**config.mk**
```make
export PLATFORM = sky130hd
export DESIGN_NAME = minterm_sweep_gen_flat
export DESIGN_NICKNAME = d
export VERILOG_FILES = /design/src/rtl/minterm_sweep_gen_pkg.sv /design/src/rtl/minterm_sweep_gen_if.sv /design/src/rtl/minterm_sweep_gen_settle_timer.sv /design/src/rtl/minterm_sweep_gen.sv /design/src/flat_wrapper.sv
export SDC_FILE = /design/constraint.sdc
export NUM_CORES = 1
export LEC_CHECK = 0
export CAP_MARGIN = 10
export CORE_MARGIN = 2
export CORE_UTILIZATION = 25
export DETAILED_ROUTE_END_ITERATION = 10
export GPL_ROUTABILITY_DRIVEN = 1
export GPL_TIMING_DRIVEN = 0
export PLACE_DENSITY = 0.42
export SLEW_MARGIN = 20
export SYNTH_ARGS = -nofsm -noshare
export SYNTH_HDL_FRONTEND = slang
export SYNTH_SLANG_ARGS = --single-unit
```
**constraint.sdc**
```tcl
create_clock -name clk -period 1.7 [get_ports clk]
set_clock_uncertainty 0.15 [all_clocks]
set_input_delay 0.255 -clock clk [delete_from_list [all_inputs] [get_ports clk]]
set_output_delay 0.255 -clock clk [all_outputs]
set_load 0.01 [all_outputs]
```
**src/rtl/minterm_sweep_gen_pkg.sv**
```systemverilog
// Shared types and defaults for the minterm sweep generator.
// Holds the FSM state enum and the default input count / expected mask.
package sweep_pkg;

    typedef enum logic [1:0] {
        IDLE,
        RUN,
        DONE
    } sweep_state_t;

    localparam int         SWEEP_N_IN_DEF = 3;
    localparam logic [7:0] SWEEP_EXP_DEF  = 8'hD5;

endpackage

```
**src/rtl/minterm_sweep_gen_if.sv**
```systemverilog
// Stimulus/capture bundle between the sweep generator and its user.
// master: generator side (drives abc/busy/done/mask/match, takes start/f_in).
// slave : user side (drives start and the function output f_in).
interface minterm_sweep_gen_if #(
    parameter int N_IN = 3
);

    logic                 start;
    logic [N_IN-1:0]      abc;
    logic                 f_in;
    logic                 busy;
    logic                 done;
    logic [2**N_IN-1:0]   mask;
    logic                 match;

    modport master (
        input  start,
        input  f_in,
        output abc,
        output busy,
        output done,
        output mask,
        output match
    );

    modport slave (
        output start,
        output f_in,
        input  abc,
        input  busy,
        input  done,
        input  mask,
        input  match
    );

endinterface

```
**src/rtl/minterm_sweep_gen_settle_timer.sv**
```systemverilog
// Settle down-counter: load, decrement-to-zero, zero flag.
// Ports: clk, rst, load_i/load_val_i (reload), dec_i (count), zero_o.
module sweep_settle_timer #(
    parameter int W = 1
) (
    input  logic         clk,
    input  logic         rst,
    input  logic         load_i,
    input  logic [W-1:0] load_val_i,
    input  logic         dec_i,
    output logic         zero_o
);

    logic [W-1:0] cnt_q;
    logic [W-1:0] cnt_d;

    always_comb begin
        cnt_d = cnt_q;
        if (load_i) begin
            cnt_d = load_val_i;
        end else if (dec_i && (cnt_q != '0)) begin
            cnt_d = cnt_q - 1'b1;
        end
    end

    always_ff @(posedge clk or posedge rst) begin
        if (rst) begin
            cnt_q <= '0;
        end else begin
            cnt_q <= cnt_d;
        end
    end

    assign zero_o = (cnt_q == '0);

endmodule

```
**src/rtl/minterm_sweep_gen.sv**
```systemverilog
// Sweeps all 2**N_IN input vectors, samples f_in after SETTLE cycles each,
// and builds the observed truth table in mask. Ports: clk, rst, bus_m
// (start, abc, f_in, busy, done, mask, match). Optional comparator against
// EXP_MASK is enabled by the macro SWEEP_COMPARE_EN; otherwise match is 0.
module minterm_sweep_gen
    import sweep_pkg::*;
#(
    parameter int N_IN   = SWEEP_N_IN_DEF,
    parameter int SETTLE = 1
`ifdef SWEEP_COMPARE_EN
    ,
    parameter logic [2**N_IN-1:0] EXP_MASK = SWEEP_EXP_DEF
`endif
) (
    input  logic                  clk,
    input  logic                  rst,
    minterm_sweep_gen_if.master   bus_m
);

    localparam int NV = 2**N_IN;
    localparam int CW = (SETTLE > 1) ? $clog2(SETTLE) : 1;

    localparam logic [N_IN-1:0] LAST   = N_IN'(NV - 1);
    localparam logic [CW-1:0]   RELOAD = CW'(SETTLE - 1);

    sweep_state_t    state_q, state_d;
    logic [N_IN-1:0] idx_q, idx_d;
    logic [N_IN-1:0] abc_q, abc_d;
    logic            busy_q, busy_d;
    logic            done_q, done_d;
    logic [NV-1:0]   mask_q, mask_d;

    logic tmr_load;
    logic tmr_dec;
    logic tmr_zero;

`ifdef SWEEP_COMPARE_EN
    logic match_q, match_d;
`endif

    sweep_settle_timer #(
        .W (CW)
    ) u_timer (
        .clk        (clk),
        .rst        (rst),
        .load_i     (tmr_load),
        .load_val_i (RELOAD),
        .dec_i      (tmr_dec),
        .zero_o     (tmr_zero)
    );

    always_comb begin
        state_d  = state_q;
        idx_d    = idx_q;
        abc_d    = abc_q;
        busy_d   = busy_q;
        done_d   = 1'b0;
        mask_d   = mask_q;
        tmr_load = 1'b0;
        tmr_dec  = 1'b0;
`ifdef SWEEP_COMPARE_EN
        match_d  = match_q;
`endif
        unique case (state_q)
            IDLE: begin
                if (bus_m.start) begin
                    mask_d   = '0;
                    idx_d    = '0;
                    abc_d    = '0;
                    busy_d   = 1'b1;
                    tmr_load = 1'b1;
                    state_d  = RUN;
`ifdef SWEEP_COMPARE_EN
                    match_d  = 1'b0;
`endif
                end
            end
            RUN: begin
                if (!tmr_zero) begin
                    tmr_dec = 1'b1;
                end else begin
                    mask_d[idx_q] = bus_m.f_in;
                    if (idx_q == LAST) begin
                        busy_d  = 1'b0;
                        done_d  = 1'b1;
                        abc_d   = '0;
                        state_d = DONE;
`ifdef SWEEP_COMPARE_EN
                        // mask_q lacks the final bit yet; splice in f_in.
                        match_d = ({bus_m.f_in, mask_q[NV-2:0]} == EXP_MASK);
`endif
                    end else begin
                        idx_d    = idx_q + 1'b1;
                        abc_d    = idx_q + 1'b1;
                        tmr_load = 1'b1;
                    end
                end
            end
            DONE: begin
                state_d = IDLE;
            end
            default: begin
                state_d = IDLE;
            end
        endcase
    end

    always_ff @(posedge clk or posedge rst) begin
        if (rst) begin
            state_q <= IDLE;
            idx_q   <= '0;
            abc_q   <= '0;
            busy_q  <= 1'b0;
            done_q  <= 1'b0;
            mask_q  <= '0;
        end else begin
            state_q <= state_d;
            idx_q   <= idx_d;
            abc_q   <= abc_d;
            busy_q  <= busy_d;
            done_q  <= done_d;
            mask_q  <= mask_d;
        end
    end

`ifdef SWEEP_COMPARE_EN
    always_ff @(posedge clk or posedge rst) begin
        if (rst) begin
            match_q <= 1'b0;
        end else begin
            match_q <= match_d;
        end
    end

    assign bus_m.match = match_q;
`else
    assign bus_m.match = 1'b0;
`endif

    assign bus_m.abc  = abc_q;
    assign bus_m.busy = busy_q;
    assign bus_m.done = done_q;
    assign bus_m.mask = mask_q;

endmodule

```
**src/flat_wrapper.sv**
```systemverilog
// flat-port wrapper written by rule: the top's interface ports become plain ports
module minterm_sweep_gen_flat import sweep_pkg::*;
#(
    parameter int N_IN   = SWEEP_N_IN_DEF,
    parameter int SETTLE = 1

)
  (clk, rst, bus_m_start, bus_m_f_in, bus_m_abc, bus_m_busy, bus_m_done, bus_m_mask, bus_m_match);
  minterm_sweep_gen_if #(.N_IN(N_IN)) bus_m_i ();
  input  logic clk;
  input  logic rst;
  input wire logic [$bits(bus_m_i.start)-1:0] bus_m_start;
  input wire logic [$bits(bus_m_i.f_in)-1:0] bus_m_f_in;
  output wire logic [$bits(bus_m_i.abc)-1:0] bus_m_abc;
  output wire logic [$bits(bus_m_i.busy)-1:0] bus_m_busy;
  output wire logic [$bits(bus_m_i.done)-1:0] bus_m_done;
  output wire logic [$bits(bus_m_i.mask)-1:0] bus_m_mask;
  output wire logic [$bits(bus_m_i.match)-1:0] bus_m_match;
  assign bus_m_i.start = bus_m_start;
  assign bus_m_i.f_in = bus_m_f_in;
  assign bus_m_abc = bus_m_i.abc;
  assign bus_m_busy = bus_m_i.busy;
  assign bus_m_done = bus_m_i.done;
  assign bus_m_mask = bus_m_i.mask;
  assign bus_m_match = bus_m_i.match;
  minterm_sweep_gen #(.N_IN(N_IN), .SETTLE(SETTLE)) u_core (.clk(clk), .rst(rst), .bus_m(bus_m_i));
endmodule
```
# Word-level counts from Yosys, hierarchy flattened
# Index checks and enable logic that the tools add are counted.
[classes]
add_sub_neg = 2
mul = 0
div = 0
magnitude_cmp = 2
eq_ne = 6
shift = 0
mux = 32
bitwise = 0
reduce_logical = 9
[op_table]
columns = ["op", "count"]
rows = [
  ["$mux W8", 2],
  ["$pmux W8 S2", 1],
  ["$mux W3", 5],
  ["$mux W1", 14],
  ["$pmux W3 S2", 2],
  ["$bwmux W8", 1],
  ["$reduce_and A4 Y1", 2],
  ["$mux W2", 3],
  ["$ne A2 B2 Y1 const B", 3],
  ["$reduce_and A3 Y1", 2],
  ["$lt A3 B4 Y1 const B", 1],
  ["$pmux W1 S2", 2],
  ["$pmux W2 S2", 1],
  ["$reduce_bool A2 Y1", 2],
  ["$add A3 B1 Y3 const B", 1],
  ["$demux W1 S3", 1],
  ["$eq A3 B3 Y1 const B", 1],
  ["$ge A3 B1 Y1 const B", 1],
  ["$eq A2 B1 Y1 const B", 1],
  ["$logic_and A1 B1 Y1", 2],
  ["$logic_not A2 Y1", 1],
  ["$ne A2 B1 Y1 const B", 1],
  ["$sub A1 B1 Y1 const B", 1],
]
[totals]
reg_bits = 19
latch_bits = 0
mem_bits_rw = 0
romBits = 0
inputBits = 4
out_inout_bits = 14
word_cells = 58
mem_count = 0

# Longest topological paths before layout
[depth]
word_depth = 7
ltp_mapped = 5
mapped_depth_nobuf = 5

# By module
# A second synthesis with hierarchy kept.
[unflattened]
hier_cells = 104
area_unflattened_um2 = 1014.7
[by_module_without_submodules]
columns = ["module", "n_inst", "cells_each", "area_each_um2", "seq_area_each_um2"]
rows = [
  ["minterm_sweep_gen", 1, 99, 965.9, 450.4],
  ["sweep_settle_timer", 1, 5, 48.8, 25.0],
]

# Worst setup path after synthesis
# Ideal clock, no wire load.
[synth_timing]
path_type = "reg-to-reg"
startpoint = "register u_core.idx_q[1]"
endpoint = "register u_core.idx_q[0]"
setup_ns = 0.121
t_arrival_ns = 1.552
required_time_ns = 1.429
slack_ns = -0.123
path_stages_with_launch = 6
cell_sequence = "dfrtp_1 > ha_1 > ha_1 > or2_2 > mux2_2 > a22o_1"
[synth_via]
elab_chain_len = 3
[synth_lines]
columns = ["element", "line", "text"]
rows = [
  ["start, declared", "minterm_sweep_gen.sv:27", "logic [N_IN-1:0] idx_q, idx_d;"],
  ["start signal, assigned", "minterm_sweep_gen.sv:118", "idx_q <= idx_d;"],
  ["$eq A3 B3 Y1", "minterm_sweep_gen.sv:83", "if (idx_q == LAST) begin"],
  ["$ne A2 B2 Y1 (no source line)", "-", ""],
  ["$reduce_and A4 Y1 (no source line)", "-", ""],
]
# No other way between the ends.
# A chain may end at the register's enable or synchronous reset.

# Worst setup path in the final report
[layout_timing]
startpoint = "register u_core.idx_q[0]"
endpoint = "register u_core.idx_q[0]"
[layout_via]
elab_chain_len = 4
elab_cells_between_ends = 7
classes_between = "add/sub (1); eq/ne (2); mux (3); reduce/logical (1)"
[layout_lines]
columns = ["element", "line", "text"]
rows = [
  ["$add A3 B1 Y3", "minterm_sweep_gen.sv:93", "idx_d = idx_q + 1'b1;"],
  ["$mux W3", "minterm_sweep_gen.sv:83", ""],
  ["$mux W3", "minterm_sweep_gen.sv:79", "if (!tmr_zero) begin"],
  ["$pmux W3 S2", "minterm_sweep_gen.sv:64", "unique case (state_q)"],
]
# Several ways; a longest one is shown, not always the timed one. The select of a mux whose other input is x is not followed.

==> impl_results.md <==
- Core footprint: about 4000 um^2
- Startpoint class of the critical path: flip-flop
- Worst slew margin: 48.3%
- DRT Pass-1 Iters: 4
- I/O Buffers: 16
- Period minus WS final: around 1700 ps
- First-pass GRT wire length: 4030 um
- Htree depth: 1
- Switching power: approximately 0.0011 W
- Boundary Pins: 18
- Non-Filler Instances: about 170
- Via-per-instance ratio: around 4.5
- Largest area contributor in the netlist: dfrtp_1
- Peak supply drop: approximately 0.00077 V
- CP endpoint kind: flip-flop
- Actual slew at the worst max-slew pin: slightly below 800 ps
- Placed insts: roughly 170
- Post-synth top area share: roughly 45%
- Most Crowded Layer GR: met1
- Number of flops mapped to enable cells by yosys: 0
- Worst EP arrival: ~1700 ps
- Type of the worst min-delay path: input pin to asynchronous set/reset pin
- Final worst path period share: between 90% and 100%
- Die Wd: between 60 and 70 um
- CP max FO: 4
- CTS tree: built
- RSZ-0062 raised after global routing: yes
- Die Height: about 69 um
- Initial antenna violation count: 0
- CTS buffer count: 3
- Total track usage: between 10 and 15%
- Starting DRC count in detailed routing: 19
- Pwr Total: 0.00273 W
- WL/cell: between 10 and 15 um
- Required @ worst endpoint: 1690 ps
- Fin nets: roughly 130
- Avg Inst Size Synth: approximately 10 um^2
- Area delta synth->final: 32.2%
- Register area share after synthesis: approximately 45%
- Detailed-route via count: roughly 800
- WL final: roughly 2400 um
- Met3 GRT Util: under 10%
- Synthesized Nets: 106
- Worst-path clk slew: 80 ps
- Gr ovfl total: 0
- Cell-internal power: about 0.0017 W
- Final setup fails: 0
- Sw frac: about two fifths
- Die area: roughly 4700 um^2
- Clock Sink Count: 19
- GR Layer Usage met1: between 10% and 20%
- Largest cells by area after synthesis: dfrtp_1, o211ai_1, a22o_1, inv_1, ha_1
- Max clock buf depth: 2
- Detail Route Antenna Nets: 0
- Synth top cells by count: dfrtp_1, inv_1, o211ai_1
- N_diodes: 0
- WS Path Type: flip-flop to flip-flop
- Max Freq: approximately 590 MHz
- GPL Wtd Cong: approximately 0.7
- Synth Warn #: 0
- Initial core utilization: around a quarter
- Row count: 23
- CTS Hold Bufs: 0
- Sequential share of power: between 20 and 30%
- Pwr per Cell Area: ~2000 nW/um^2
- Comb power frac: 59.3%
- Max-Cap Viols: 0
- Share of post-route cells with drive strength above 1: 20.2%
- Final Slew Violations: 0
- Final Hold Viols: 0
- Post-synthesis cell count: 100
- Status: complete, no violations
- Synth Cell Area: roughly 1000 um^2
- Drc violations: 0
- Clock latency on the worst-skew pair: roughly 260 ps
- Clock Root Buffer: clkbuf_8
- Largest net degree at the start of global routing: 20
- Synth unique cells: 40
- M2 GR Usage: around 17%
- Synth Register Bits: 19
- Most instantiated library cell after synthesis: dfrtp_1
- Number of global-route vias before repair: ~760
- Clk pwr share: roughly an eighth
- LEAKAGE: 0.616 nW
- Post-synth ARST share: 100%
- Post-DP HPWL: about 1700 um
- Most common flop cell mapped by yosys: dfrtp_1
## sequential cells by signal, summed over array words and instances, names as in the netlist
| register | flops |
|---|---|
| u_core.bus_m.mask | 8 |
| u_core.bus_m.abc | 3 |
| u_core.idx_q | 3 |
| u_core.state_q | 2 |
| u_core.bus_m.busy | 1 |
| u_core.bus_m.done | 1 |
| u_core.u_timer.cnt_q | 1 |
## per-layer routing
metal | wire length, um | part of all wire [%]
met1 | 1180 | 49
met2 | 1120 | 47
met3 | 58 | 2.4
met4 | 25 | 1.0
met5 | 0 | 0
## cells in the final DEF, fill, tap and decap left out, types with 2 or more instances in the layout
cell type	netlist	layout
dfrtp_1	19	17
clkdlybuf4s50_1	0	16
inv_1	11	11
buf_4	2	6
o211ai_1	6	6
nand2_1	5	5
a22o_1	5	5
nor2_1	4	4
nand2b_1	3	3
clkbuf_1	2	3
nand3_1	3	3
clkbuf_8	0	3
buf_6	2	2
o21ai_0	2	2
nand4b_1	2	2
nand3b_1	2	2
a21oi_1	2	2
nor3_1	3	2
a211o_1	2	2
ha_4	0	2
dfrtp_2	0	2
## timing repair
| item | 4_1_cts | 5_1_grt |
|---|---|---|
| setup endpoints to repair | 3 | 3 |
| setup buffers | 2 | 2 |
| gates resized for setup | 1 | 2 |
| pin swaps | 0 | 1 |
## area by class of cell
| type | instances | area (um^2) |
|---|---|---|
| flip-flops and latches | 19 | 478 |
| repair buffers | 20 | 190 |
| inverters | 11 | 41.3 |
| well taps | 50 | 62.6 |
| multi-input cells | 62 | 510 |
| plain buffers | 8 | 55.1 |
| clock buffers | 4 | 45.0 |
| fillers | 404 | 2620 |
## metrics by stage
step	area [um^2]	setup slack (ps)	TNS, ps	hold slack [ps]	utilization [%]
finish	1380	10.8	0	283	34.6
global route	1380	-34.8	-34.8	369	34.6
CTS	1360	0.865	0	329	34.0
detailed placement	1300	-128	-344	343	32.4
global placement	1300	-128	-342	336	32.4
floorplan	1070	14.1	0	56.1	-
## power groups by stage
stage	clock (W)	sequential, W	combinational [W]
2_1_floorplan	0	0.000857	0.000992
3_3_place_gp	0	0.000820	0.00153
3_5_place_dp	0	0.000826	0.00154
4_1_cts	0.000339	0.000795	0.00161
5_1_grt	0.000369	0.000824	0.00179
6_report	0.000322	0.000792	0.00162
## worst paths after layout
kind | slack (ps) | start | end | depth (start not counted)
worst max-delay path | 10 | u_core.idx_q[0] | u_core.idx_q[0] | 5
worst min-delay path | 280 | rst | u_core.state_q[0] | 2
worst max register to register | 10 | u_core.idx_q[0] | u_core.idx_q[0] | 5
worst min register to register | 370 | u_core.bus_m.abc[1] | u_core.bus_m.abc[1] | 1
max in group asynchronous | 580 | rst | u_core.idx_q[1] | 2
min in group clk | 370 | u_core.bus_m.abc[1] | u_core.bus_m.abc[1] | 1
## logic make-up (layout without fill, tap and decap cells)
logic type | after synthesis | count (layout) | synth area share, %
AOI/OAI and AO/OA | 25 | 25 | 19.6
buffers and inverters | 19 | 43 | 9.21
DFF | 19 | 19 | 45.5
and+or+nand+nor | 31 | 31 | 19.9
muxes | 3 | 3 | 3.11
adders and majority gates | 2 | 2 | 2.39
other | 1 | 1 | 0.359
## critical path, cell delays in order (launching register included)
cell and delay (ps):
dfrtp_2 430, ha_4 170, ha_4 160, or2_4 230, mux2_4 260, a22o_1 170
No activity file was read; power rests on OpenSTA's default activity.
